--- src/rtl/serial_borrow_subtractor.sv ---
// Bit-serial ripple-borrow subtractor: diff = a - b - bin, one bit per clock, LSB first,
// through a single borrow flip-flop. Operands and result each use a valid/ready handshake.
module serial_borrow_subtractor #(
  parameter int WIDTH = 4
) (
  input  logic             clk,
  input  logic             rst_n,
  input  logic             in_valid,
  output logic             in_ready,
  input  logic [WIDTH-1:0] a,
  input  logic [WIDTH-1:0] b,
  input  logic             bin,
  output logic             out_valid,
  input  logic             out_ready,
  output logic [WIDTH-1:0] diff,
  output logic             bout,
  output logic             ovf,
  output logic [1:0]       dbg_state
);

  localparam int CNT_W = $clog2(WIDTH);
  localparam logic [CNT_W-1:0] LAST_BIT = CNT_W'(WIDTH - 1);

  typedef enum logic [1:0] {
    IDLE = 2'd0,
    RUN  = 2'd1,
    DONE = 2'd2
  } state_t;

  state_t           r_state;
  logic [WIDTH-1:0] r_a;
  logic [WIDTH-1:0] r_b;
  logic [WIDTH-1:0] r_sr;
  logic [WIDTH-1:0] r_diff;
  logic [CNT_W-1:0] r_cnt;
  logic             r_br;
  logic             r_bout;
  logic             r_ovf;

  logic             w_a_bit;
  logic             w_b_bit;
  logic             w_d;
  logic             w_br_next;
  logic             w_last;
  logic [WIDTH-1:0] w_sr_next;

  // Operands shift right each RUN cycle, so bit 0 is always the bit being processed
  // and, on the last step, holds the original MSB used by the overflow rule.
  assign w_a_bit   = r_a[0];
  assign w_b_bit   = r_b[0];
  assign w_d       = w_a_bit ^ w_b_bit ^ r_br;
  assign w_br_next = (~w_a_bit & w_b_bit) | (~(w_a_bit ^ w_b_bit) & r_br);
  assign w_last    = (r_cnt == LAST_BIT);
  assign w_sr_next = {w_d, r_sr[WIDTH-1:1]};

  // Handshakes: a transfer happens on a rising edge where valid && ready are both high.
  // in_ready/out_valid decode state only; upstream must hold in_valid and operands
  // until accepted, and the result stays stable while out_valid is high.
  assign in_ready  = (r_state == IDLE);
  assign out_valid = (r_state == DONE);
  assign diff      = r_diff;
  assign bout      = r_bout;
  assign ovf       = r_ovf;
  assign dbg_state = r_state;

  always_ff @(posedge clk or negedge rst_n) begin
    if (!rst_n) begin
      r_state <= IDLE;
      r_a     <= '0;
      r_b     <= '0;
      r_sr    <= '0;
      r_cnt   <= '0;
      r_br    <= 1'b0;
      r_diff  <= '0;
      r_bout  <= 1'b0;
      r_ovf   <= 1'b0;
    end else begin
      case (r_state)
        IDLE: begin
          if (in_valid) begin
            r_a     <= a;
            r_b     <= b;
            r_br    <= bin;
            r_cnt   <= '0;
            r_state <= RUN;
          end
        end
        RUN: begin
          r_a   <= r_a >> 1;
          r_b   <= r_b >> 1;
          r_br  <= w_br_next;
          r_sr  <= w_sr_next;
          r_cnt <= r_cnt + CNT_W'(1);
          if (w_last) begin
            r_diff  <= w_sr_next;
            r_bout  <= w_br_next;
            r_ovf   <= (w_a_bit != w_b_bit) && (w_d != w_a_bit);
            r_state <= DONE;
          end
        end
        DONE: begin
          if (out_ready) begin
            r_state <= IDLE;
          end
        end
        default: r_state <= IDLE;
      endcase
    end
  end

endmodule

--- config.mk ---
export PLATFORM = sky130hd
export DESIGN_NAME = serial_borrow_subtractor
export DESIGN_NICKNAME = d
export VERILOG_FILES = /design/src/rtl/serial_borrow_subtractor.sv
export SDC_FILE = /design/constraint.sdc
export NUM_CORES = 1
export LEC_CHECK = 0
export ABC_AREA = 0
export CAP_MARGIN = 5
export CORE_MARGIN = 2
export CORE_UTILIZATION = 40
export CTS_BUF_LIST = sky130_fd_sc_hd__clkbuf_2 sky130_fd_sc_hd__clkbuf_4 sky130_fd_sc_hd__clkbuf_8
export DETAILED_ROUTE_END_ITERATION = 12
export PLACE_DENSITY = 0.66
export SYNTH_ARGS = -nofsm -noshare
export SYNTH_HDL_FRONTEND = slang
export SYNTH_SLANG_ARGS = --single-unit
--- constraint.sdc ---
create_clock -name clk -period 1.6 [get_ports clk]
set_input_delay 0.48 -clock clk [delete_from_list [all_inputs] [get_ports clk]]
set_output_delay 0.48 -clock clk [all_outputs]
set_load 0.1 [all_outputs]
==> out/summary.txt <==
post-route ant nets: 0
Chip Height: 54.7 um
worst-path maximum fanout: 4
Synth Area in Compound Gates: 0.168
largest family of logic cells by synthesized area: compound AO/OA/AOI/OAI gates
DRC errors left: 0
Max Slew Vio Count: 0
dominant cell type by area after synthesis: dfrtp_1
post-DP HPWL: 1430 um
final period utilization: 1.04
Vias: 763
Crit. End Element: primary output
Synth Area in Simple Gates: 0.118
utilization after layout: 0.610
Final Hold Fails: 0
reg-to-reg slack, setup: 0.20 ns
io pins: 23
CTS tree: built
mux cell area share after synthesis: 0.0803
Final TNS setup: -0.192 ns
share of post-route cells with drive strength above 1: 0.328
#FFs+latches synth: 22
TritonCTS Buffers: 3
Port Buffers: 22
chip width: 54.7 um
Required @ worst endpoint: 1.12 ns
Mapped Area: 0.00103 mm^2
routability cong.: 0.868
RSZ-0062 raised after global routing: yes
Final nets: 136
YS warnings: 0
CTS Sinks: 22
DRC marker count from the first detailed-route iteration: 7
Post-Syn Area per Cell: 11.8 um^2
global-route wire length before repair: 3280 um
Congestion Overflow GR: 0
final WL: 1960 um
fmax: 0.603 GHz
Synth async-reset ratio: 1.00
top-count cell post-synth: dfrtp_1
CTS clock-pin slew for the worst setup and hold paths: 0.13 ns
adder-cell share of the synthesized area: 0.0438
area grow syn2layout: 45.6%
initial antenna violation count: 0
setup violators final: 4
Syn Inst Count: 87
Starting Density: 0.419
DR pass1 iterations: 4
largest net degree at the start of global routing: 23
post-synthesis sequential area ratio: 0.535
max cap viols: 0
H-tree Lvls: 1
hold_ws: 0.495 ns
die footprint: 0.00299 mm^2
Main synth FF type: dfrtp_1
Hold Path Class: in2async
hold_buf cts: 0
largest cells by area after synthesis: dfrtp_1 54%, mux2_4 5.8%, o21ai_0 4.9%
WP data arrival: 1.18 ns
drt wl/cell: 13.1 um
Crit Path Category: reg2out
most instantiated cells after synthesis: 22 x dfrtp_1, 10 x o21ai_0, 7 x o22ai_1
worst slew pin tran: 0.282 ns
CTS max path bufs: 2
post-synth net total: 103
Final min period: 1.66 ns
Synth top area share: 0.535
failing checks: setup timing
insertion delay to the later sink of the worst-skew pair: 0.31 ns
final worst setup slack: -0.0589 ns
startpoint types: flop
core area: 0.00245 mm^2
xor-xnor portion of the synthesized cell area: 0.00852
count of different cell masters after synthesis: 26
vias per inst: 5.12
Tot GR Track Use: 0.159
row count: 18
Clk Tree Root Cell: clkbuf_4
diodes inserted: 0
vias in the first global route: 726
number of flops mapped to enable cells by yosys: 0
clock skew: 0.0124 ns
Rel. slew slack: 0.812
status: finished with violations
==> per-stage QoR <==
step	setup WS, ns	std cells	instance area (um^2)
after floorplan	-0.292	87	1050
after global placement	-0.0752	139	1400
after detailed placement	-0.150	139	1400
after CTS	-0.0666	149	1500
after global routing	-0.112	149	1500
final	-0.0589	149	1500
==> worst max-delay path, stage by stage, from the launching register on <==
cell and delay, ns:
dfrtp_4 0.55, nor2_4 0.15, buf_12 0.18
==> metal layers <==
layer / vias to the layer above / GRT usage / share of wire
met5: - / 0 / 0
met4: 0 / 0.0625 / 0.014
met3: 3 / 0.0355 / 0.046
met2: 19 / 0.258 / 0.47
met1: 366 / 0.205 / 0.47
li1: 375 / - / -
==> cell type report <==
class	count	area, um^2
fill	205	957
sequential	22	558
multi-input combinational	57	443
timing repair buffer	32	408
tap	30	37.5
clock buffer	4	36.3
inverter	4	15.0
==> path summary, 6_finish.rpt <==
kind,endpoint,from,depth (start not counted)
worst max-delay path,out_valid,dbg_state[0],2
worst min-delay path,r_b[2],rst_n,2
worst max register to register,ovf,r_b[0],3
worst min register to register,diff[0],r_sr[1],1
max in group asynchronous,dbg_state[0],rst_n,2
min in group clk,diff[0],r_sr[1],1
==> registers in the layout, summed over array words and instances (netlist names) <==
register   cells
ovf            1
r_br           1
diff           4
bout           1
r_a            4
dbg_state      2
r_sr           3
r_b            4
r_cnt          2
==> what timing repair did <==
item / 4_1_cts / 5_1_grt
endpoints found under the setup margin: 3 / 4
gates cloned: 0 / 0
pin swaps: 0 / 1
setup buffers: 6 / 0
endpoints found under the hold margin: 0 / 0
gates resized for setup: 1 / 0
==> cell usage in the layout (no fill, tap or decap), types with 3 or more instances in the layout <==
| cell | instances |
|---|---|
| clkbuf_4 | 3 |
| clkdlybuf4s50_1 | 12 |
| o21ai_0 | 10 |
| nor2_1 | 3 |
| mux2_4 | 4 |
| dfrtp_1 | 20 |
| o22ai_1 | 7 |
| nand2_1 | 5 |
| buf_4 | 9 |
| buf_12 | 11 |
| a21oi_1 | 3 |
| nand2b_1 | 3 |
==> kinds of logic (layout without fill, tap and decap cells) <==
group                      Yosys count  count (layout)
and+or+nand+nor                     20              20
muxes                                6               6
adders and majority gates            3               3
xor gates and xnor gates             1               1
AOI/OAI and AO/OA                   27              27
buffers and inverters                8              40
DFF                                 22              22
Power is not shown: default switching activity piles up to over one toggle a cycle in this logic, so the estimate is an artifact.
